**config.mk**
```make
export PLATFORM = sky130hd
export DESIGN_NAME = tlb
export DESIGN_NICKNAME = d
export VERILOG_FILES = /design/src/rtl/tlb_pkg.sv /design/src/rtl/tlb_match.sv /design/src/rtl/tlb.sv
export SDC_FILE = /design/constraint.sdc
export NUM_CORES = 2
export LEC_CHECK = 0
export ABC_CLOCK_PERIOD_IN_PS = 6200
export BUFFER_PORTS_ARGS = -buffer_cell sky130_fd_sc_hd__buf_2
export CORE_UTILIZATION = 30
export CTS_BUF_LIST = sky130_fd_sc_hd__clkbuf_2 sky130_fd_sc_hd__clkbuf_4 sky130_fd_sc_hd__clkbuf_8
export DETAILED_ROUTE_END_ITERATION = 8
export GPL_TIMING_DRIVEN = 1
export HOLD_SLACK_MARGIN = 0.12
export PLACE_DENSITY = 0.54
export SLEW_MARGIN = 20
export SYNTH_ARGS = -nofsm -noshare
export SYNTH_HDL_FRONTEND = slang
export SYNTH_SLANG_ARGS = --single-unit
```
**constraint.sdc**
```tcl
create_clock -name clk -period 6.2 [get_ports clk]
set_clock_uncertainty 0.2 [all_clocks]
set_input_delay 1.55 -clock clk [delete_from_list [all_inputs] [get_ports clk]]
set_output_delay 1.55 -clock clk [all_outputs]
set_load 0.02 [all_outputs]
```
**src/rtl/tlb_pkg.sv**
```systemverilog
// Shared TLB definitions: entry geometry, packed entry/tag types and the
// address-translation helper. The CP0 register block imports this package too.
package tlb_pkg;

    localparam int TLB_WIDTH = 4;
    localparam int ENTRY_W   = 86;

    localparam int C0_LSB    = 83;
    localparam int C1_LSB    = 80;
    localparam int ASID_LSB  = 72;
    localparam int G_BIT     = 71;
    localparam int VPN2_LSB  = 52;
    localparam int PFN1_LSB  = 28;
    localparam int PFN0_LSB  = 2;

    // Field widths are derived from the offsets so the struct and the
    // offsets cannot drift apart.
    typedef struct packed {
        logic [ENTRY_W-C0_LSB-1:0]        c0;
        logic [C0_LSB-C1_LSB-1:0]         c1;
        logic [C1_LSB-ASID_LSB-1:0]       asid;
        logic                             g;
        logic [G_BIT-VPN2_LSB-1:0]        vpn2;
        logic [VPN2_LSB-PFN1_LSB-1:0]     pfn1;
        logic                             d1;
        logic                             v1;
        logic [PFN1_LSB-2-PFN0_LSB-1:0]   pfn0;
        logic                             d0;
        logic                             v0;
    } tlb_entry_t;

    typedef struct packed {
        logic [7:0]  asid;
        logic        g;
        logic [18:0] vpn2;
    } tlb_tag_t;

    typedef struct packed {
        logic [31:0] paddr;
        logic        miss;
        logic        invalid;
        logic        modified;
        logic        cached;
    } xlate_t;

    function automatic xlate_t translate(input tlb_entry_t e, input logic hit,
                                         input logic [31:0] va, input logic store);
        xlate_t      r;
        logic [19:0] pfn;
        logic [2:0]  c;
        logic        d;
        logic        v;
        r   = '0;
        pfn = va[12] ? e.pfn1[19:0] : e.pfn0[19:0];
        c   = va[12] ? e.c1 : e.c0;
        d   = va[12] ? e.d1 : e.d0;
        v   = va[12] ? e.v1 : e.v0;
        // kseg0/kseg1 bypass the TLB; kseg1 is the uncached window.
        if (va[31:30] == 2'b10) begin
            r.paddr  = {3'b000, va[28:0]};
            r.cached = ~va[29];
        end else begin
            r.paddr    = {pfn, va[11:0]};
            r.miss     = ~hit;
            r.invalid  = hit & ~v;
            r.modified = store & hit & v & ~d;
            r.cached   = hit & (c == 3'd3);
        end
        return r;
    endfunction

endpackage

```
**src/rtl/tlb_match.sv**
```systemverilog
// Fully associative tag compare; the lowest matching index wins.
module tlb_match
    import tlb_pkg::*;
#(
    parameter int W = TLB_WIDTH
) (
    input  tlb_tag_t [(1<<W)-1:0] tags_i,
    input  logic [(1<<W)-1:0]     present_i,
    input  logic [18:0]           vpn2_i,
    input  logic [7:0]            asid_i,
    output logic                  hit_o,
    output logic [W-1:0]          index_o
);

    // Scan from the top down so the last assignment is the lowest index.
    always_comb begin
        hit_o   = 1'b0;
        index_o = '0;
        for (int k = (1<<W) - 1; k >= 0; k--) begin
            if (present_i[k] && tags_i[k].vpn2 == vpn2_i &&
                (tags_i[k].g || tags_i[k].asid == asid_i)) begin
                hit_o   = 1'b1;
                index_o = W'(k);
            end
        end
    end

endmodule

```
**src/rtl/tlb.sv**
```systemverilog
// MIPS-style joint TLB: 2^TLB_WIDTH entries, registered instruction/data
// translation ports plus TLBP probe, TLBR read and TLBWI/TLBWR write.
module tlb #(
    parameter int TLB_WIDTH = 4
) (
    input  logic                 clk,
    input  logic                 rst,
    input  logic                 w_en,
    input  logic [TLB_WIDTH-1:0] w_index,
    input  logic [85:0]          w_config,
    input  logic                 r_en,
    input  logic [TLB_WIDTH-1:0] r_index,
    output logic [85:0]          r_config,
    input  logic                 p_en,
    input  logic [31:0]          p_entryhi,
    output logic [31:0]          p_result,
    input  logic [7:0]           asid,
    input  logic                 i_req,
    input  logic [31:0]          i_vaddr,
    output logic                 i_valid,
    output logic [31:0]          i_paddr,
    output logic                 i_miss,
    output logic                 i_invalid,
    output logic                 i_cached,
    input  logic                 d_req,
    input  logic [31:0]          d_vaddr,
    input  logic                 d_store,
    output logic                 d_valid,
    output logic [31:0]          d_paddr,
    output logic                 d_miss,
    output logic                 d_invalid,
    output logic                 d_modified,
    output logic                 d_cached
);
    import tlb_pkg::*;

    localparam int N = 1 << TLB_WIDTH;

    tlb_entry_t [N-1:0]   entries_q;
    logic [N-1:0]         present_q;
    tlb_tag_t [N-1:0]     tags;
    logic                 i_hit, d_hit, p_hit;
    logic [TLB_WIDTH-1:0] i_idx, d_idx, p_idx;
    xlate_t               i_res_d, d_res_d, i_res_q, d_res_q;
    logic                 i_valid_q, d_valid_q;
    logic [85:0]          r_config_d, r_config_q;
    logic [31:0]          p_result_d, p_result_q;
    logic                 unused_bits;

    always_comb begin
        for (int k = 0; k < N; k++) begin
            tags[k] = {entries_q[k].asid, entries_q[k].g, entries_q[k].vpn2};
        end
    end

    tlb_match #(.W(TLB_WIDTH)) u_imatch (
        .tags_i(tags), .present_i(present_q), .vpn2_i(i_vaddr[31:13]),
        .asid_i(asid), .hit_o(i_hit), .index_o(i_idx)
    );

    tlb_match #(.W(TLB_WIDTH)) u_dmatch (
        .tags_i(tags), .present_i(present_q), .vpn2_i(d_vaddr[31:13]),
        .asid_i(asid), .hit_o(d_hit), .index_o(d_idx)
    );

    // TLBP compares against the ASID carried in the probed EntryHi value.
    tlb_match #(.W(TLB_WIDTH)) u_pmatch (
        .tags_i(tags), .present_i(present_q), .vpn2_i(p_entryhi[31:13]),
        .asid_i(p_entryhi[7:0]), .hit_o(p_hit), .index_o(p_idx)
    );

    always_comb begin
        i_res_d    = translate(entries_q[i_idx], i_hit, i_vaddr, 1'b0);
        d_res_d    = translate(entries_q[d_idx], d_hit, d_vaddr, d_store);
        p_result_d = p_hit ? {{(32-TLB_WIDTH){1'b0}}, p_idx} : 32'h8000_0000;
        r_config_d = present_q[r_index] ? entries_q[r_index] : '0;
    end

    // All lookups above read the pre-write array, so a same-cycle write is
    // only visible from the following cycle onwards.
    always_ff @(posedge clk or negedge rst) begin
        if (!rst) begin
            entries_q <= '0;
            present_q <= '0;
        end else if (w_en) begin
            entries_q[w_index] <= w_config;
            present_q[w_index] <= 1'b1;
        end
    end

    always_ff @(posedge clk or negedge rst) begin
        if (!rst) begin
            i_valid_q  <= 1'b0;
            d_valid_q  <= 1'b0;
            i_res_q    <= '0;
            d_res_q    <= '0;
            p_result_q <= '0;
            r_config_q <= '0;
        end else begin
            i_valid_q <= i_req;
            d_valid_q <= d_req;
            if (i_req) i_res_q    <= i_res_d;
            if (d_req) d_res_q    <= d_res_d;
            if (p_en)  p_result_q <= p_result_d;
            if (r_en)  r_config_q <= r_config_d;
        end
    end

    assign i_valid    = i_valid_q;
    assign i_paddr    = i_res_q.paddr;
    assign i_miss     = i_res_q.miss;
    assign i_invalid  = i_res_q.invalid;
    assign i_cached   = i_res_q.cached;
    assign d_valid    = d_valid_q;
    assign d_paddr    = d_res_q.paddr;
    assign d_miss     = d_res_q.miss;
    assign d_invalid  = d_res_q.invalid;
    assign d_modified = d_res_q.modified;
    assign d_cached   = d_res_q.cached;
    assign p_result   = p_result_q;
    assign r_config   = r_config_q;

    assign unused_bits = ^{p_entryhi[12:8], i_res_q.modified};

endmodule

```
### Yosys cells after proc, flatten, opt, wreduce, memory -nomap -nowiden

Cells that the tools add are included.

| word-level totals | value |
|---|---|
| flip-flop bits (word level) | 1583 |
| output and inout port bits | 191 |
| word-level logic and storage cells | 547 |

| cells by class | value |
|---|---|
| order comparisons | 5 |
| equality and inequality tests | 84 |
| muxes and demuxes | 124 |
| bitwise gates (word level) | 15 |
| reductions and logical operators | 129 |

Operators with widths:

| kind | number |
|---|---|
| $bwmux W1376 | 1 |
| $bmux W86 S4 | 3 |
| $eq A19 B19 Y1 | 48 |
| $mux W86 | 5 |
| $demux W86 S4 | 1 |
| $eq A8 B8 Y1 | 32 |
| $mux W4 | 48 |
| $logic_and A1 B1 Y1 | 97 |
| $mux W32 | 3 |
| $mux W1 | 55 |
| $mux W20 | 2 |
| $logic_or A1 B1 Y1 | 32 |
| $lt A4 B5 Y1 const B | 4 |
| $or A16 B16 Y16 | 1 |
| $mux W3 | 4 |
| $and A1 B1 Y1 | 7 |
| $not A1 Y1 | 7 |
| $eq A3 B2 Y1 const B | 2 |
| $bmux W1 S4 | 1 |
| $demux W1 S4 | 1 |
| $eq A2 B2 Y1 const B | 2 |
| $ge A4 B1 Y1 const B | 1 |

### Depth between registers and ports, before layout

| depth | value |
|---|---|
| depth after elaboration | 25 |
| gate-level depth with buffers | 19 |

### Cells and area by module

Synthesis repeated with hierarchy kept, for this count alone.

| unflattened totals | value |
|---|---|
| cells, all modules | 7147 |
| area, all modules | 96359.9 sq um |

By module, submodules not included:

| module | instances | cells each | area an instance (sq um) | seq. area each (sq um) |
|---|---|---|---|---|
| tlb | 1 | 5113 | 80245.7 | 38937.3 |
| tlb_match | 3 | 678 | 5371.4 | 0.0 |

### Least setup slack after synthesis

Ideal clock, no wire load.

| timing | value |
|---|---|
| kind | in2reg |
| start | input port i_vaddr[27] |
| end | register i_res_q (netlist bit i_paddr[20]) |
| arrival | 4.817 ns |
| setup slack | 1.057 ns |
| cell stages on the path | 17 |
| path buffers | 5 |
| cell sequence | buf_2 -> buf_2 -> xnor2_1 -> nand4_1 -> nor4_1 -> nand4_1 -> nor2b_1 -> o21a_1 -> clkbuf_2 -> a21oi_2 -> buf_4 -> buf_2 -> mux2i_1 -> mux2i_1 -> mux2_2 -> a22o_1 -> o32a_1 |

| on the way | value |
|---|---|
| longest elaborated chain between the ends | 23 |

RTL lines:

| element | line | source |
|---|---|---|
| start, declared | tlb.sv:19 | `input logic [31:0] i_vaddr,` |
| $eq A19 B19 Y1 | tlb_match.sv:20 | `if (present_i[k] && tags_i[k].vpn2 == vpn2_i &&` |
| $logic_and A1 B1 Y1 (2 in series) | tlb_match.sv:20 |  |
| $mux W4 (15 in series) | tlb_match.sv:20 |  |
| $mux W4 * | tlb_match.sv:20 |  |
| $bmux W86 S4 * | tlb.sv:73 | `i_res_d = translate(entries_q[i_idx], i_hit, i_vaddr, 1'b0);` |
| $mux W86 (not written as such) * | tlb.sv:73 |  |
| $mux W20 * | tlb_pkg.sv:54 | `pfn = va[12] ? e.pfn1[19:0] : e.pfn0[19:0];` |
| $mux W32 * | tlb_pkg.sv:59 | `if (va[31:30] == 2'b10) begin` |
| end signal, assigned | tlb.sv:102 | `if (i_req) i_res_q <= i_res_d;` |
| end, declared | tlb.sv:44 | `xlate_t i_res_d, d_res_d, i_res_q, d_res_q;` |

Every way passes the cells marked *; elsewhere a longest branch is shown, timed or not. The select of a mux whose other input is x is not followed.
A chain may end at the register's enable or synchronous reset.

### Final worst setup path

| timing | value |
|---|---|
| start | input port asid[0] |
| end | register i_res_q (netlist bit i_paddr[12]) |

| on the way | value |
|---|---|
| longest elaborated chain between the ends | 23 |

RTL lines:

| element | line | source |
|---|---|---|
| start, declared | tlb.sv:17 | `input logic [7:0] asid,` |
| $eq A8 B8 Y1 | tlb_match.sv:21 | `(tags_i[k].g \|\| tags_i[k].asid == asid_i)) begin` |
| $logic_or A1 B1 Y1 | tlb_match.sv:21 |  |
| $logic_and A1 B1 Y1 | tlb_match.sv:20 |  |
| $mux W4 (15 in series) | tlb_match.sv:20 |  |
| $mux W4 * | tlb_match.sv:20 |  |
| $bmux W86 S4 * | tlb.sv:73 |  |
| $mux W86 (not written as such) * | tlb.sv:73 |  |
| $mux W20 * | tlb_pkg.sv:54 |  |
| $mux W32 * | tlb_pkg.sv:59 |  |

Marked as above.

==> results.txt <==
----------------------------------------------------
[Global routing]
  Via count of the first global-routing pass ... 76.7k
  Pin count of the biggest net entering global routing ... 147
  Antenna violations before repair ... 75
  Total global routing overflow ... 0
  First-pass GRT wire length ... 611000 um
  Gr usage total ... 26.4%

[Setup path]
  CP Data Arrival Time ... 6410 ps
  Crit Reg-Reg Startpoint ... entries_q[1368]
  Kind of critical path ... in -> reg
  Data required time at the worst endpoint ... 6970 ps
  Element type at the critical path end ... register
  Kind of start point of the critical path ... input pin
  Worst setup path startpoint ... asid[0]
  Critical Path Fanout Max ... 18
  Register-to-register setup slack ... 980 ps

[Detailed routing]
  WL per Instance ... 32.8 um
  Via count ... 75.8k
  Starting DRT DRC Count ... 8211
  Avg Vias per Cell ... 5.69
  Number of search-and-repair iterations in the first detailed-routing pass ... 9
  Detailed Route WL ... 437000 um
  Detail Route Antenna Nets ... 0
  DRC ... 0

[Clock tree]
  Total CTS buffers ... 305
  Post-CTS Setup Inserts ... 0
  Clock Latency Late Sink ... 1070 ps
  Clock Tree Buf Depth ... 4
  Clock-pin slew reported for the worst setup and hold paths after clock tree synthesis ... 60 ps
  CTS Hold Bufs ... 0
  Maximum level of the CTS H-tree ... 5
  Clock Sink Count ... 1556
  Clock root cell ... sky130_fd_sc_hd__clkbuf_8
  Post-cts repair resize count ... 0
  TritonCTS clock tree ... yes

[STA]
  Fin crit period ... 5650 ps
  Part of the cycle the worst path needs ... 91.1%
  Final hold viol count ... 0
  Final setup violation count ... 0
  Number of pins with negative max-slew slack in the final report ... 0
  Setup total negative slack ... 0 ps
  Pin slew with the least headroom to its limit ... 1210 ps
  Rel. slew slack ... 19.0%
  Achievable clock frequency ... 0.177 GHz
  Unrepaired setup endpoints after global routing ... false

[Worst hold path]
  Worst hold start ... p_result[31]
  Path class of the lowest-slack min-delay path ... reg -> reg

[Placement]
  Total half-perimeter wirelength after legalization and detailed placement ... 307000 um
  Placed Cells ... 12.8k
  Last weighted congestion value of the routability-driven placer ... 1.01
  PortBufs ... 364

[Finish]
  Area growth syn-to-layout ... 18.8%
  Share of layout cells above drive strength 1 ... 40.0%
  Count of nets after finishing ... 8971
  Area taken by flip-flops and latches ... 38900 um^2
  Area occupied by multi-input gates ... 54500 um^2
  # fillers ... 31.5k
  Final standard cell utilization of the core ... 35.8%
  Final Instance Count excl. Fillers ... 13.3k

[Synth]
  Biggest area consumer among synthesized cells ... sky130_fd_sc_hd__dfrtp_1
  Post-synth top cells ... sky130_fd_sc_hd__dfrtp_1, sky130_fd_sc_hd__mux2_2, sky130_fd_sc_hd__xnor2_1, sky130_fd_sc_hd__mux2i_1, sky130_fd_sc_hd__xor2_1
  Number of different library cells in the post-synthesis netlist ... 88
  Seq cells post-synth ... 1556
  Top cell type's share of synthesized area ... 40.2%
  Synth warnings ... 0
  Post-synth top flop ... sky130_fd_sc_hd__dfrtp_1
  Netlist area before placement ... 96800 um^2
  Area contributors post-synth ... sky130_fd_sc_hd__dfrtp_1, sky130_fd_sc_hd__mux2_2, sky130_fd_sc_hd__mux4_2
  EDFF count, synth ... 0
  Post-synthesis sequential area ratio ... 40.2%
  Post-synthesis cell count ... 8101
  Cell with the most instances after synthesis ... sky130_fd_sc_hd__dfrtp_1
  Share of flip-flops with an asynchronous set or reset after synthesis ... 100%
  Post-synthesis average cell area ... 12.0 um^2

[Power]
  Power after layout ... 0.0373 W
  Leakage ... 47.2 nW
  Total power per unit cell area ... 324 nW/um^2
  Highest ir drop seen on vdd ... 0.175 mV

[Job]
  Max-Cap Viols ... 0

[Floorplanning]
  Horizontal extent of the die ... 570 um
  Initial Utilization ... 30.2%
  Die Area ... 325000 um^2
  Total core area ... 321000 um^2
  Die Y-Extent ... 570 um
  Number of placement rows ... 208
  Number of ports placed on the die boundary ... 397

[Status]
  Run status ... finished, final reports clean

----------------------------------------------------
through the flow:
stage | hold slack, ps | area (um^2) | setup slack (ps)
finish | 283 | 115000 | 552
global route | 311 | 115000 | 495
CTS | 279 | 115000 | 739
detailed placement | 266 | 108000 | -310
global placement | 259 | 108000 | -328
floorplan | 274 | 96900 | 1060
cell usage in the layout (no fill, tap or decap), types with 356 or more instances in the layout:
cell type                  instances
sky130_fd_sc_hd__buf_4           545
sky130_fd_sc_hd__mux2_2         1483
sky130_fd_sc_hd__mux2i_1         596
sky130_fd_sc_hd__xor2_1          557
sky130_fd_sc_hd__nand2_1         468
sky130_fd_sc_hd__buf_2           356
sky130_fd_sc_hd__mux4_2          436
sky130_fd_sc_hd__clkbuf_8        366
sky130_fd_sc_hd__dfrtp_1        1556
sky130_fd_sc_hd__xnor2_1         611
path summary, 6_finish.rpt:
check                           depth (start not counted)              to
worst max-delay path                                   19     i_paddr[12]
worst min-delay path                                    1    p_result[31]
worst max register to register                         17     i_paddr[12]
worst min register to register                          1    p_result[31]
max in group asynchronous                               2    r_config[80]
min in group asynchronous                               1  entries_q[306]
power breakdown:
part,total [W],internal [W],leakage [nW],switching [W]
Clock,0.0114,0.00636,3.46,0.00504
Sequential,0.0160,0.0125,19.1,0.00347
Combinational,0.00992,0.00521,24.6,0.00471
logic make-up (layout without fill, tap and decap cells):
| kind of cell | Yosys count | after routing | share of synthesized area (%) |
|---|---|---|---|
| multiplexers | 2516 | 2516 | 33.6 |
| flip-flops | 1556 | 1556 | 40.2 |
| AND/OR/NAND/NOR | 1356 | 1356 | 7.05 |
| XOR/XNOR | 1168 | 1168 | 10.6 |
| buffers and inverters | 846 | 1711 | 3.91 |
| AO/OA/AOI/OAI | 658 | 658 | 4.71 |
| other | 1 | 62 | 0.00387 |
registers in the layout (all words and copies together), names as in the netlist:
name        count
entries_q    1376
r_config       86
d_paddr        32
i_paddr        32
present_q      16
p_result        5
d_cached        1
d_invalid       1
d_miss          1
d_modified      1
d_valid         1
i_cached        1
i_invalid       1
i_miss          1
i_valid         1
layer usage:
layer | GRT usage, % | vias to the layer above | wire length [um]
met5 | 0 | - | 291
met4 | 12.4 | 44 | 23100
met3 | 6.12 | 1010 | 37900
met2 | 39.6 | 3749 | 190000
met1 | 35.8 | 39931 | 186000
li1 | - | 31064 | -
layout make-up:
class | count | share of cell area [%]
tap | 4305 | 4.68
antenna | 35 | 0.0761
clock inverter | 76 | 0.704
multi-input combinational | 5725 | 47.4
inverter | 108 | 0.352
clock buffer | 458 | 4.97
sequential | 1556 | 33.8
timing repair buffer | 1069 | 8.00
critical path, cell delays in order:
cell and delay (ps):
sky130_fd_sc_hd__buf_2 190, sky130_fd_sc_hd__buf_4 170, sky130_fd_sc_hd__xor2_1 150, sky130_fd_sc_hd__nor4_1 410, sky130_fd_sc_hd__buf_4 180, sky130_fd_sc_hd__a41o_1 350
sky130_fd_sc_hd__and4_1 320, sky130_fd_sc_hd__o211ai_1 190, sky130_fd_sc_hd__a311o_1 500, sky130_fd_sc_hd__a311oi_4 440, sky130_fd_sc_hd__buf_12 230, sky130_fd_sc_hd__buf_12 240
sky130_fd_sc_hd__buf_12 200, sky130_fd_sc_hd__a211oi_1 70, sky130_fd_sc_hd__a311oi_1 310, sky130_fd_sc_hd__a211oi_1 110, sky130_fd_sc_hd__a311oi_1 390, sky130_fd_sc_hd__buf_4 190
sky130_fd_sc_hd__o221a_1 170
No activity file was read; power rests on OpenSTA's default activity.
